--- config.mk ---
export PLATFORM = sky130hd
export DESIGN_NAME = simon_btn_conditioner
export DESIGN_NICKNAME = d
export VERILOG_FILES = /design/src/rtl/simon_pkg.sv /design/src/rtl/simon_debounce_ch.sv /design/src/rtl/simon_btn_conditioner.sv
export SDC_FILE = /design/constraint.sdc
export NUM_CORES = 1
export LEC_CHECK = 0
export BUFFER_PORTS_ARGS = -buffer_cell sky130_fd_sc_hd__buf_2
export CELL_PAD_IN_SITES_DETAIL_PLACEMENT = 1
export CELL_PAD_IN_SITES_GLOBAL_PLACEMENT = 2
export CORE_MARGIN = 5
export CORE_UTILIZATION = 33
export DETAILED_ROUTE_END_ITERATION = 10
export PLACE_DENSITY_LB_ADDON = 0.1
export REMOVE_ABC_BUFFERS = 1
export SETUP_SLACK_MARGIN = 0.5
export SLEW_MARGIN = 20
export SYNTH_ARGS = -nofsm -noshare
export SYNTH_HDL_FRONTEND = slang
export SYNTH_SLANG_ARGS = --single-unit
--- constraint.sdc ---
create_clock -name clk -period 4.1 [get_ports clk]
set_input_delay 0.82 -clock clk [delete_from_list [all_inputs] [get_ports clk]]
set_output_delay 0.82 -clock clk [all_outputs]
set_load 0.03 [all_outputs]
--- src/rtl/simon_pkg.sv ---
// simon_pkg: shared constants and types for the Simon input conditioning stage
package simon_pkg;
    localparam int N_BTN = 4;
    localparam int DEBOUNCE_MS_DEF = 10;
    typedef enum logic {DB_STABLE, DB_CHANGING} db_state_t;
    function automatic logic [1:0] enc_onehot(input logic [N_BTN-1:0] v);
        return {v[3] | v[2], v[3] | v[1]};
    endfunction
endpackage

--- src/rtl/simon_debounce_ch.sv ---
// simon_debounce_ch: one button channel -- 2-FF synchroniser plus millisecond-tick debounce
module simon_debounce_ch
    import simon_pkg::*;
#(
    parameter int DEBOUNCE_MS = DEBOUNCE_MS_DEF
) (
    input  logic clk,
    input  logic rst,
    input  logic milli_tick,
    input  logic raw,
    output logic clean,
    output logic press,
    output logic rel
);
    localparam logic [7:0] DC_LAST = 8'(DEBOUNCE_MS - 1);
    logic s1, s2;
    logic [7:0] dc, dc_run;
    db_state_t state;
    assign dc_run = (state == DB_CHANGING) ? dc : 8'd0;
    // Synchronise, then accept a changed level only after DEBOUNCE_MS consecutive ticks of mismatch
    always_ff @(posedge clk) begin
        if (rst) begin
            s1 <= 1'b0;
            s2 <= 1'b0;
            clean <= 1'b0;
            press <= 1'b0;
            rel <= 1'b0;
            dc <= 8'd0;
            state <= DB_STABLE;
        end else begin
            s1 <= raw;
            s2 <= s1;
            press <= 1'b0;
            rel <= 1'b0;
            if (s2 == clean) begin
                state <= DB_STABLE;
                dc <= 8'd0;
            end else if (!milli_tick) begin
                state <= DB_CHANGING;
            end else if (dc_run == DC_LAST) begin
                clean <= s2;
                press <= s2;
                rel <= !s2;
                dc <= 8'd0;
                state <= DB_STABLE;
            end else begin
                dc <= dc_run + 8'd1;
                state <= DB_CHANGING;
            end
        end
    end
endmodule

--- src/rtl/simon_btn_conditioner.sv ---
// simon_btn_conditioner: synchronise and debounce the Simon buttons, emit press/release events and a press code
module simon_btn_conditioner
    import simon_pkg::*;
#(
    parameter int DEBOUNCE_MS = DEBOUNCE_MS_DEF
) (
    input  logic             clk,
    input  logic             rst,
    input  logic [15:0]      ticks_per_milli,
    input  logic [N_BTN-1:0] btn_raw,
    output logic [N_BTN-1:0] btn_clean,
    output logic [N_BTN-1:0] press,
    output logic [N_BTN-1:0] release_evt,
    output logic             press_valid,
    output logic [1:0]       press_code,
    output logic             multi,
    output logic             milli_tick
);
    logic [15:0] pc, pc_last;
    logic wrap;
    assign pc_last = (ticks_per_milli == 16'd0) ? 16'd0 : ticks_per_milli - 16'd1;
    assign wrap = pc >= pc_last;
    // Millisecond prescaler; >= lets a lowered period take effect immediately
    always_ff @(posedge clk) begin
        if (rst) begin
            pc <= 16'd0;
            milli_tick <= 1'b0;
        end else begin
            pc <= wrap ? 16'd0 : pc + 16'd1;
            milli_tick <= wrap;
        end
    end
    for (genvar i = 0; i < N_BTN; i++) begin : g_ch
        simon_debounce_ch #(.DEBOUNCE_MS(DEBOUNCE_MS)) u_ch (
            .clk       (clk),
            .rst       (rst),
            .milli_tick(milli_tick),
            .raw       (btn_raw[i]),
            .clean     (btn_clean[i]),
            .press     (press[i]),
            .rel       (release_evt[i])
        );
    end
    // Single-press encoder and multi-button flag, one cycle behind the clean levels
    always_ff @(posedge clk) begin
        if (rst) begin
            press_valid <= 1'b0;
            press_code <= 2'd0;
            multi <= 1'b0;
        end else begin
            press_valid <= $onehot(press) && $onehot(btn_clean);
            if ($onehot(press) && $onehot(btn_clean)) press_code <= enc_onehot(press);
            multi <= $countones(btn_clean) > 1;
        end
    end
endmodule

==> run metrics <==
status=finished, final reports clean; vias=4046; Seq cells post-synth=77; Clk pin slew, worst setup/hold paths=60 ps; Mapped Cells=540; drt first pass iters=4; top_reg_cell synth=dfxtp_1; vias in the first global route=between 4000 and 5000; Final Util=40.3%; Final period util=about 90%; most common cell after layout, fill and taps aside=dfxtp_1; die area=0.0160 mm^2; Total GRT Usage=15.1%; Static Leakage=0.00206 uW; total CTS buffers=9; Die Wd=approximately 130 um; Psw=between 300 and 400 uW; commonest cells after routing, fill and taps aside=dfxtp_1 (77), nand2_1 (54), buf_2 (36); unrepaired setup endpoints after global routing=yes; Clk pwr share=45.9%; Reg power frac=between 40% and 50%; clock root buffer=clkbuf_16; power density cells=roughly 300 mW/mm^2; DRC viols=0; register area share after synthesis=around 34%; Tmin final=~3700 ps; share of cells above drive strength 1=18.2%; Slew Viols, Final=0; Clock Path Buffers=2; post-synth cell types=64; dpl hpwl=8540 um; pin count of the biggest net entering global routing=30; Mapped Area=0.00447 mm^2; Worst-Skew Late Latency=approximately 340 ps; wire per inst=15.9 um; routability-driven placement congestion ratio=0.735; # hold bufs at CTS=0; Initial Util=approximately 34%; CP arrival=3970 ps; initial antenna violation count=0; antenna-violating nets left=0; syn avg cell area=8.28 um^2; DIE HEIGHT=126 um; Logic pwr share=6.5%; cell row count=42; Worst EP required=4320 ps; Fmax achieved=0.267 GHz; CP Class=input port to flip-flop; total wire length=between 10000 and 15000 um; nature of the critical path endpoint=flip-flop; Final Setup Violations=0; clock sink total=77; CTS tree=yes; area grow syn2layout=19.4%; Synth Warn #=0; Async SR Flop Fraction=0%; Port Buf Inserts=38; Peak VDD IR=0.000185 V; Layout Skew=5.84 ps; Final #Nets=approximately 630; type of origin of the critical path=input port; setup_tns=0 ps; max_cap viols=0; grt total ovfl=0; vias per std cell=5.34; initial drt markers=144; Diodes inserted=0; Hold Crit Class=flip-flop to flip-flop; count of boundary I/O pins=39; internal power=1230 uW; normalized max-slew margin=23.7%; H-tree levels=3; worst-margin pin slew=~1100 ps; Sw Share=23.7%; Core Area=between 0.01 and 0.015 mm^2; Hold Vio Cnt, Final=0; critical path fanouts, max=9; number of synthesized flops with an enable pin=0; global-route wire length before repair=20000 um
logic make-up (layout without fill, tap and decap cells):
family / count (synthesis) / count (layout) / synth area share [%]
AND/OR/NAND/NOR: 228 / 228 / 27.8
AO/OA/AOI/OAI: 106 / 106 / 15.4
flip-flops: 77 / 77 / 34.5
buffers and inverters: 67 / 109 / 6.86
adder cells (fa/ha/maj): 34 / 34 / 9.85
XOR/XNOR: 24 / 24 / 4.70
multiplexers: 4 / 4 / 0.896
final timing paths:
path	start	end	slack, ps	cells past startpoint
min	g_ch[0].u_ch.s1	g_ch[0].u_ch.s2	440	1
max reg2reg	g_ch[0].u_ch.state	g_ch[0].u_ch.dc[6]	1110	6
min reg2reg	g_ch[0].u_ch.s1	g_ch[0].u_ch.s2	440	1
max	ticks_per_milli[11]	milli_tick	360	14
final cells by class:
type	instances	area, um^2
Clock buffer	11	243
Clock inverter	4	25.0
Fill cell	1606	7910
Inverter	33	124
Multi-Input combinational cell	396	2760
Sequential cell	77	1540
Tap cell	176	220
Timing Repair Buffer	61	424
cell usage after synthesis, types with 3 or more instances:
cell type | n | area share (%)
and2_1 | 9 | 1.3
nor2_1 | 25 | 2.1
and3_1 | 9 | 1.3
nor3b_1 | 3 | 0.50
nor2b_1 | 12 | 1.7
mux2i_1 | 4 | 0.90
and4_1 | 5 | 0.98
dfxtp_1 | 77 | 34
nor3_1 | 32 | 3.6
a31oi_1 | 9 | 1.3
o21ai_0 | 27 | 3.0
ha_1 | 32 | 9.0
xor2_1 | 16 | 3.1
inv_1 | 33 | 2.8
nand2_1 | 55 | 4.6
nor4b_1 | 4 | 0.78
nand3b_1 | 4 | 0.67
clkbuf_1 | 18 | 1.5
buf_4 | 12 | 2.0
or3_1 | 13 | 1.8
nand4_1 | 18 | 2.5
a211oi_1 | 6 | 1.0
o21a_1 | 5 | 0.84
or4_1 | 4 | 0.67
a32oi_1 | 3 | 0.59
a22oi_1 | 3 | 0.50
nor4_1 | 9 | 1.3
a21oi_1 | 28 | 3.1
nand3_1 | 10 | 1.1
nand2b_1 | 3 | 0.42
xnor2_1 | 8 | 1.6
stage by stage:
stage	worst slack (ps)	hold slack, ps	power [uW]	instances	instance area (um^2)
finish	357	438	1610	758	5340
global route	286	460	1680	758	5340
CTS	419	443	1630	756	5230
detailed placement	-69.1	428	870	735	4830
global placement	-61.6	421	867	735	4830
floorplan	-872	414	824	506	4290
sequential cells by signal (all words and copies together) (netlist names):
register and count:
g_ch.u_ch.dc 32, g_ch.u_ch.state 4, milli_tick 1, press_valid 1, g_ch.u_ch.s1 4, pc 16
g_ch.u_ch.s2 4, press_code 2, g_ch.u_ch.rel 4, g_ch.u_ch.clean 4, multi 1, g_ch.u_ch.press 4
per-layer routing:
layer	GRT usage, %	wire length, um	vias to the layer above
met1	19.5	5680	1969
met5	0	0	-
met4	5.05	182	0
met3	2.77	272	16
li1	-	-	2018
met2	25.5	5940	43
critical path: stages:
cell	delay [ps]
buf_6	90
or4_4	520
or4_4	430
or4_4	510
buf_8	150
buf_6	130
nand2_4	60
ha_4	190
nand4_1	110
buf_4	140
nor3_1	40
a311o_2	410
buf_12	160
o21a_1	170
power groups by stage:
stage | combinational (uW) | sequential, uW | clock [uW]
floorplan | 46.8 | 777 | 0
global placement | 87.5 | 780 | 0
detailed placement | 89.9 | 780 | 0
CTS | 101 | 763 | 766
global route | 119 | 764 | 792
finish | 105 | 764 | 737
what timing repair did:
| item | in CTS | in global routing |
|---|---|---|
| gates resized for setup | 23 | 19 |
| buffers inserted | 5 | 1 |
| cloned | 1 | 1 |
| hold endpoints to repair | 0 | 0 |
| setup endpoints to repair | 17 | 17 |
| pin swaps | 5 | 3 |
No activity file was read; power rests on OpenSTA's default activity.
